## config.mk

```make
export PLATFORM = sky130hd
export DESIGN_NAME = fetch_ctrl_flat
export DESIGN_NICKNAME = d
export VERILOG_FILES = /design/src/rtl/fetch_ctrl_pkg.sv /design/src/rtl/fetch_ctrl_if.sv /design/src/rtl/fetch_wait_counter.sv /design/src/rtl/fetch_ctrl.sv /design/src/flat_wrapper.sv
export SDC_FILE = /design/constraint.sdc
export NUM_CORES = 1
export LEC_CHECK = 0
export CORE_MARGIN = 2
export CORE_UTILIZATION = 25
export CTS_CLUSTER_SIZE = 30
export DETAILED_ROUTE_END_ITERATION = 7
export HOLD_SLACK_MARGIN = 0.15
export PLACE_DENSITY = 0.59
export RECOVER_POWER = 50
export SYNTH_ARGS = -nofsm -noshare
export SYNTH_HDL_FRONTEND = slang
export SYNTH_SLANG_ARGS = --single-unit
```

## constraint.sdc

```tcl
create_clock -name clk -period 2.99 [get_ports clk]
set_clock_uncertainty 0.15 [all_clocks]
set_input_delay 0.299 -clock clk [delete_from_list [all_inputs] [get_ports clk]]
set_output_delay 0.299 -clock clk [all_outputs]
set_load 0.005 [all_outputs]
```

## src/rtl/fetch_ctrl_pkg.sv

```systemverilog
// Shared constants for the instruction-fetch controller: word helpers and the
// 2-bit fetch state encodings.
package fetch_ctrl_pkg;

    typedef logic [31:0] word_t;

    localparam word_t WORD_ZERO = 32'h0000_0000;
    localparam word_t WORD_FOUR = 32'h0000_0004;

    localparam logic [1:0] FETCH_IDLE    = 2'b00;
    localparam logic [1:0] FETCH_FETCH   = 2'b01;
    localparam logic [1:0] FETCH_DELIVER = 2'b10;
    localparam logic [1:0] FETCH_ERROR   = 2'b11;

    // Wide enough for the largest supported wait limit (255).
    localparam int WAIT_CNT_W = 8;

    // Sequential successor; wraps 32'hFFFF_FFFC to zero.
    function automatic word_t pc_seq(input word_t pc);
        return pc + WORD_FOUR;
    endfunction

    function automatic logic is_word_aligned(input word_t addr);
        return (addr[1:0] == 2'b00);
    endfunction

endpackage

```

## src/rtl/fetch_ctrl_if.sv

```systemverilog
// Instruction-memory read port plus the decode-side instruction/redirect
// handshake. master = fetch controller, slave = memory/decode side.
interface fetch_ctrl_if;
    import fetch_ctrl_pkg::*;

    logic  mem_req;
    word_t mem_addr;
    logic  mem_ack;
    word_t mem_rdata;

    word_t instr;
    logic  instr_valid;
    logic  instr_ready;

    logic  redirect_valid;
    word_t redirect_target;

    modport master (
        output mem_req,
        output mem_addr,
        input  mem_ack,
        input  mem_rdata,
        output instr,
        output instr_valid,
        input  instr_ready,
        input  redirect_valid,
        input  redirect_target
    );

    modport slave (
        input  mem_req,
        input  mem_addr,
        output mem_ack,
        output mem_rdata,
        input  instr,
        input  instr_valid,
        output instr_ready,
        output redirect_valid,
        output redirect_target
    );

endinterface

```

## src/rtl/fetch_wait_counter.sv

```systemverilog
// Saturating wait-cycle counter; limit_next is high when one more increment
// would bring the count to LIMIT.
module fetch_wait_counter
    import fetch_ctrl_pkg::*;
#(
    parameter int LIMIT = 15
) (
    input  logic clk,
    input  logic rst,
    input  logic clr,
    input  logic inc,
    output logic limit_next
);

    localparam logic [WAIT_CNT_W-1:0] LIMIT_W = WAIT_CNT_W'(LIMIT);
    localparam logic [WAIT_CNT_W-1:0] ONE_W   = WAIT_CNT_W'(1);

    logic [WAIT_CNT_W-1:0] cnt_q;
    logic [WAIT_CNT_W-1:0] cnt_d;
    logic [WAIT_CNT_W-1:0] cnt_plus;

    assign cnt_plus = cnt_q + ONE_W;

    always_comb begin
        cnt_d = cnt_q;
        if (clr) begin
            cnt_d = '0;
        end else if (inc && (cnt_q != '1)) begin
            cnt_d = cnt_plus;
        end
    end

    always_ff @(posedge clk or posedge rst) begin
        if (rst) begin
            cnt_q <= '0;
        end else begin
            cnt_q <= cnt_d;
        end
    end

    // Independent of inc so the controller can use it in the same cycle
    // it decides to increment without forming a combinational loop.
    assign limit_next = (cnt_plus == LIMIT_W);

endmodule

```

## src/rtl/fetch_ctrl.sv

```systemverilog
// Instruction-fetch controller: reads memory at pc_cur, latches the word for
// decode and sequences PC updates. Optional macro FETCH_ALIGN_CHECK_EN.
module fetch_ctrl
    import fetch_ctrl_pkg::*;
#(
    parameter int WAIT_LIMIT = 15
) (
    input  logic         clk,
    input  logic         rst,
    input  logic         en,
    input  word_t        pc_cur,
    output word_t        pc_next,
    output logic         pc_load,
    output logic         fault,
    fetch_ctrl_if.master bus
);

    logic [1:0] state_q;
    logic [1:0] state_d;
    word_t      instr_q;
    word_t      instr_d;

    logic in_fetch;
    logic in_deliver;
    logic misaligned;
    logic wait_clr;
    logic wait_inc;
    logic wait_limit_next;

    assign in_fetch   = (state_q == FETCH_FETCH);
    assign in_deliver = (state_q == FETCH_DELIVER);

`ifdef FETCH_ALIGN_CHECK_EN
    // pc_cur is stable for the whole FETCH, so checking every FETCH cycle
    // is the same as checking on entry.
    assign misaligned = in_fetch && !is_word_aligned(pc_cur);
`else
    assign misaligned = 1'b0;
`endif

    fetch_wait_counter #(
        .LIMIT (WAIT_LIMIT)
    ) u_wait_counter (
        .clk        (clk),
        .rst        (rst),
        .clr        (wait_clr),
        .inc        (wait_inc),
        .limit_next (wait_limit_next)
    );

    always_comb begin
        state_d  = state_q;
        instr_d  = instr_q;
        pc_next  = pc_seq(pc_cur);
        pc_load  = 1'b0;
        wait_clr = 1'b0;
        wait_inc = 1'b0;
        case (state_q)
            FETCH_IDLE: begin
                if (en) begin
                    state_d = FETCH_FETCH;
                end
            end
            FETCH_FETCH: begin
                if (misaligned) begin
                    state_d = FETCH_ERROR;
                end else if (bus.mem_ack) begin
                    // PC register and instr update on the same edge.
                    instr_d  = bus.mem_rdata;
                    pc_load  = 1'b1;
                    wait_clr = 1'b1;
                    state_d  = FETCH_DELIVER;
                end else begin
                    wait_inc = 1'b1;
                    if (wait_limit_next) begin
                        state_d = FETCH_ERROR;
                    end
                end
            end
            FETCH_DELIVER: begin
                if (bus.instr_ready) begin
                    if (bus.redirect_valid) begin
                        pc_next = bus.redirect_target;
                        pc_load = 1'b1;
                    end
                    state_d = en ? FETCH_FETCH : FETCH_IDLE;
                end
            end
            default: begin
                state_d = FETCH_ERROR;
            end
        endcase
    end

    always_ff @(posedge clk or posedge rst) begin
        if (rst) begin
            state_q <= FETCH_IDLE;
            instr_q <= WORD_ZERO;
        end else begin
            state_q <= state_d;
            instr_q <= instr_d;
        end
    end

    // Outputs decode from registered state, so rst drops mem_req at once.
    assign bus.mem_req     = in_fetch && !misaligned;
    assign bus.mem_addr    = pc_cur;
    assign bus.instr       = instr_q;
    assign bus.instr_valid = in_deliver;
    assign fault           = (state_q == FETCH_ERROR);

endmodule

```

## src/flat_wrapper.sv

```systemverilog
// flat-port wrapper written by rule: the top's interface ports become plain ports
module fetch_ctrl_flat import fetch_ctrl_pkg::*;
#(
    parameter int WAIT_LIMIT = 15
)
  (clk, rst, en, pc_cur, pc_next, pc_load, fault, bus_mem_req, bus_mem_addr, bus_mem_ack, bus_mem_rdata, bus_instr, bus_instr_valid, bus_instr_ready, bus_redirect_valid, bus_redirect_target);
  fetch_ctrl_if bus_i ();
  input  logic clk;
  input  logic rst;
  input  logic en;
  input  word_t pc_cur;
  output word_t pc_next;
  output logic pc_load;
  output logic fault;
  output wire logic [$bits(bus_i.mem_req)-1:0] bus_mem_req;
  output wire logic [$bits(bus_i.mem_addr)-1:0] bus_mem_addr;
  input wire logic [$bits(bus_i.mem_ack)-1:0] bus_mem_ack;
  input wire logic [$bits(bus_i.mem_rdata)-1:0] bus_mem_rdata;
  output wire logic [$bits(bus_i.instr)-1:0] bus_instr;
  output wire logic [$bits(bus_i.instr_valid)-1:0] bus_instr_valid;
  input wire logic [$bits(bus_i.instr_ready)-1:0] bus_instr_ready;
  input wire logic [$bits(bus_i.redirect_valid)-1:0] bus_redirect_valid;
  input wire logic [$bits(bus_i.redirect_target)-1:0] bus_redirect_target;
  assign bus_mem_req = bus_i.mem_req;
  assign bus_mem_addr = bus_i.mem_addr;
  assign bus_i.mem_ack = bus_mem_ack;
  assign bus_i.mem_rdata = bus_mem_rdata;
  assign bus_instr = bus_i.instr;
  assign bus_instr_valid = bus_i.instr_valid;
  assign bus_i.instr_ready = bus_instr_ready;
  assign bus_i.redirect_valid = bus_redirect_valid;
  assign bus_i.redirect_target = bus_redirect_target;
  fetch_ctrl #(.WAIT_LIMIT(WAIT_LIMIT)) u_core (.clk(clk), .rst(rst), .en(en), .pc_cur(pc_cur), .pc_next(pc_next), .pc_load(pc_load), .fault(fault), .bus(bus_i));
endmodule
```

* Word-level counts from Yosys, hierarchy flattened
Index checks and enable logic that the tools add are counted.
Word-level totals: memory bits (writable) 0, memories 0, memory bits (read-only) 0, bits in registers 42, bits in latches 0, output and inout port bits 100
Cells by class: mux-type cells 18, multipliers 0, shifts and indexed selects 0, equal/unequal tests 8, add/sub/neg operators 2, div/mod/pow operators 0, bitwise gates (word level) 0, reduce and logical (&&, ||, !) cells 5, order comparisons 0
Operators with widths (number):
- 32-bit two-way mux | 3
- 32-bit by 3-bit adder with 32-bit output (second input constant) | 1
- 8-bit two-way mux | 2
- 8-bit by 1-bit adder with 8-bit output (second input constant) | 1
- 8-bit by 4-bit equality test with 1-bit output (second input constant) | 1
- 2-bit two-way mux | 4
- 8-bit != test (second input constant) | 1
- 1-bit two-way mux | 7
- 2-bit one-hot mux with 3 select lines | 1
- 2-bit equality test (second input constant) | 2
- 3-bit by 1-bit != test with 1-bit output (second input constant) | 1
- 3-bit AND reduction | 1
- 2-bit by 1-bit equality test with 1-bit output (second input constant) | 1
- 2-bit logical NOT | 1
- 2-bit by 1-bit != test with 1-bit output (second input constant) | 1
- 2-bit != test (second input constant) | 1
- 1-bit one-hot mux with 2 select lines | 1
- 2-bit AND reduction | 1
- 2-bit nonzero test | 1
- 1-bit logical AND | 1

* Logic depth before layout (Yosys ltp)
depth after elaboration 5, mapped depth 8

* Modules after synthesis
A second synthesis with hierarchy kept.
Second synthesis, totals: cell total of the unflattened synthesis 343, area total of the unflattened synthesis 3121.7 µm²
Modules (own cells, without submodules):
- fetch_ctrl | sequential area each 850.8 µm², times used 1, area an instance 2529.9 µm², cells each 286
- fetch_wait_counter | sequential area each 200.2 µm², times used 1, area an instance 591.8 µm², cells each 57

* Worst setup path before layout
Ideal clock, no wire load.
path kind reg2reg, from register u_core.state_q[1], to register u_core.instr_q[10] (netlist: u_core.bus.instr[10]), required time 2.715 ns, stages on the path, launching flop included 8, data arrival time 1.810 ns, setup slack 0.905 ns, library setup time 0.125 ns, clock period less this slack 2.085 ns, path buffers 3, cell sequence dfrtp_1 inv_1 ha_1 clkbuf_1 nand2_1 buf_2 buf_1 mux2_2
Between the ends: word-level cells in the longest chain between the ends 2
RTL lines:
- from (decl) | RTL line fetch_ctrl.sv:18 | logic [1:0] state_q;
- from (signal assigned) | RTL line fetch_ctrl.sv:100 | state_q <= state_d;
- 2-bit by 1-bit equality test with 1-bit output
- named net bus_mem_req | RTL line flat_wrapper.sv:15 | output wire logic [$bits(bus_i.mem_req)-1:0] bus_mem_req;
- 2-bit AND reduction (no line)
- to (signal assigned) | RTL line fetch_ctrl.sv:101 | instr_q <= instr_d;
- to (decl) | RTL line fetch_ctrl.sv:20 | word_t instr_q;
The timed path passes the listed nets, and every way through them passes these cells. A chain may end at the register's enable or synchronous reset.

* Worst setup path after layout
from input port pc_cur[8], to output port pc_next[21]
Between the ends: word-level cells in the longest chain between the ends 4
RTL lines:
- from (decl) | RTL line flat_wrapper.sv:11 | input word_t pc_cur;
- 32-bit by 3-bit adder with 32-bit output * | RTL line fetch_ctrl_pkg.sv:20 | return pc + WORD_FOUR;
- 32-bit two-way mux | RTL line fetch_ctrl.sv:82 | if (bus.redirect_valid) begin
- 32-bit two-way mux | RTL line fetch_ctrl.sv:81 | if (bus.instr_ready) begin
- 32-bit two-way mux * | RTL line fetch_ctrl.sv:58 | case (state_q)
- to (decl) | RTL line flat_wrapper.sv:12 | output word_t pc_next;
Mark *: on every way between the ends. The rest lies on a longest branch, timed or not.

==> results.md <==
* Min-Delay Path Class: reg2reg
* IO Pins at 202
* Reg clk slew, reported paths at ~60 ps
* PortBufs at 201
* Final Hold Viols at 0
* Clock Latency Late Sink at 280 ps
* CP cell instances: clkdlybuf4s50_1 -> and4_1 -> buf_6 -> nand4_1 -> or3_1 -> a31oi_1 -> clkdlybuf4s50_1
* Standard-cell rows at 40
* Die extent in x at 116 um
* Layout Cells excl Fill at 731
* Crit-path max cell delay at 580 ps
* Vias in the first global route at approximately 3300
* Grt ovf at 0
* CP Capture Type: primary output
* Worst EP required at 2540 ps
* Mapped cell area at 3140 um2
* # fillers at 1189
* Area grow syn2layout at 80.7%
* Global-route wire length before repair at roughly 17000 um
* Clock Sinks at 42
* Gp weighted congestion at 0.850
* Router iterations before antenna repair at 4
* Final setup margin at 95.5 ps
* Die height at 116 um
* Largest net degree at the start of global routing at 43
* Vias at 3418
* Endpoints failing setup at 0
* CTS max path bufs at 2
* Initial core utilization at 0.259
* Crit share post-route at 0.968
* CTS tree: done
* Seq/Total Area, Yosys at 0.335
* Synth cell types at 47
* YS warnings at 0
* R2R setup slack at about 860 ps
* Commonest cells after routing, fill and taps aside: clkdlybuf4s50_1 (145), dlygate4sd3_1 (45), buf_4 (45)
* Hold_buf cts at 0
* CORE AREA at 12100 um2
* Final Max Tran Viols at 0
* Final wirelength at 11100 um
* Total power draw at approximately 3.2 mW
* Vias per inst at 4.68
* Crit path max fanout at 8
* Dominant cell type by area after synthesis: dfrtp_1
* CP startpoint kind: input port
* Avg WL per Cell at 15.2 um
* Post-synth top area share at 0.335
* Leakage Power at 2.33 nW
* Pre-CTS setup slack at -123 ps
* Initial DRC count at 149
* Slowest CP cell: clkdlybuf4s50_1
* Tmin final at 2890 ps
* Async SR Flop Fraction at 1.00
* Top_reg_cell synth: dfrtp_1
* Post-synthesis register bit count at 42
* Setup CP Type: in2out
* Synth Instances at 353
* Slew HR at 0.283
* Max-cap viol count at 0
* DRC Markers at 0
* Placed instance count at 717
* Total track usage at 0.156
* Net Count, Synth at 462
* Detail Placement HPWL at slightly below 9000 um
* Final layout net count at between 600 and 700
* Post-route ant nets at 0
* Least-Margin Pin Slew at 1070 ps
* Initial antenna violation count at 0
* Pwr per Cell Area at 571 nW/um2
* VDD IR-drop max at 0.438 mV
* H-tree depth at 2
* Layout cell share with drive strength beyond 1 at 0.197
* Syn avg cell area at approximately 9 um2
* Top cells by area, synth: dfrtp_1 (33%), mux2_2 (12%), buf_4 (7.9%), nand2_1 (4.2%), a31oi_1 (3.2%)
* Max Freq at between 0.3 and 0.4 GHz
* Most common cell after layout, fill and taps aside: clkdlybuf4s50_1
* Number of flops mapped to enable cells by yosys at 0
* Die area at between 10000 and 15000 um2
* Most frequent CP cell: clkdlybuf4s50_1
* CTS Root Cell: clkbuf_16
* Num CTS Buffers at 5
* Arr. time, crit path at 2450 ps
* Run status: finished, final reports clean
* Diodes inserted at 0
path summary, 6_finish.rpt:
check / cells after the start / endpoint / start
max in group asynchronous: 3 / u_core.bus.instr[20]$_DFFE_PP0P_ / rst
worst max-delay path: 7 / pc_next[21] / pc_cur[8]
worst min register to register: 1 / u_core.bus.instr[26]$_DFFE_PP0P_ / u_core.bus.instr[26]$_DFFE_PP0P_
worst min-delay path: 1 / u_core.bus.instr[26]$_DFFE_PP0P_ / u_core.bus.instr[26]$_DFFE_PP0P_
min in group asynchronous: 3 / u_core.bus.instr[28]$_DFFE_PP0P_ / rst
worst max register to register: 6 / u_core.u_wait_counter.cnt_q[5]$_DFFE_PP0P_ / u_core.state_q[1]$_DFFE_PP0P_
cells in the mapped netlist (2+ instances only):
master / number
dfrtp_1: 42
and4_1: 5
or3_1: 4
buf_4: 33
a21oi_1: 10
and2_1: 2
xor2_1: 7
mux2_2: 34
nand2b_1: 4
o21ai_0: 20
ha_1: 7
nor2_1: 21
nand4_1: 9
a21o_1: 2
and3_1: 5
or4_1: 11
a31o_2: 2
nor3_1: 3
inv_1: 9
xnor2_1: 7
o31ai_1: 9
o211ai_1: 3
nand2_1: 35
buf_1: 2
buf_6: 2
nor4_1: 2
a31oi_1: 16
clkbuf_1: 11
nand3_1: 18
critical path, delay by kind of cell:
| kind | cells | cell delay (ps) |
|---|---|---|
| AO/OA/AOI/OAI | 1 | 200 |
| buffers and inverters | 3 | 1220 |
| AND/OR/NAND/NOR | 3 | 720 |
registers in the layout (all words and copies together) (netlist names):
| name | cells |
|---|---|
| u_core.state_q | 2 |
| u_core.u_wait_counter.cnt_q | 8 |
| u_core.bus.instr | 32 |
repair_timing:
item                                    CTS  global route
buffers inserted                          2             3
gates cloned                              1             0
endpoints found under the setup margin   11            23
gates resized for setup                  13            14
pin swaps                                 3             3
power breakdown:
part	switching (mW)	total, mW	internal [mW]	leakage [nW]
Clock	0.216	0.717	0.501	0.0971
Sequential	0.141	0.966	0.826	0.512
Combinational	0.582	1.55	0.972	1.72
Total	0.939	3.24	2.30	2.33
through the flow:
stage               hold WS [ps]  utilization  cell area (um2)  setup TNS (ps)
global placement             337        0.444             5370            -566
finish                       347        0.468             5670               0
global route                 362        0.468             5670           -15.1
CTS                          336        0.464             5620               0
detailed placement           342        0.444             5370            -739
floorplan                    300            -             3140               0
area by class of cell:
class                   instances  area (um2)  share of cell area
well taps                     168         210              0.0370
inverters                       9        33.8             0.00595
multi-input cells             252        1770               0.311
clock inverters                 2        60.1              0.0106
flip-flops and latches         42        1050               0.185
repair buffers                252        2410               0.426
clock buffers                   6         139              0.0245
routing by layer:
layer / up-vias / wire length, um / global-route usage
li1: 1661 / - / -
met1: 1601 / 4380 / 0.180
met2: 147 / 5510 / 0.290
met3: 9 / 1110 / 0.0465
met4: 0 / 97 / 0.0246
met5: - / 0 / 0
cell families after synthesis:
family          synth area share
mux                        0.122
simple gates               0.220
buf+inv                    0.121
compound gates             0.135
xor+xnor                  0.0391
fa+ha+maj                 0.0279
flops                      0.335
Power figures use the tool's default switching activity.
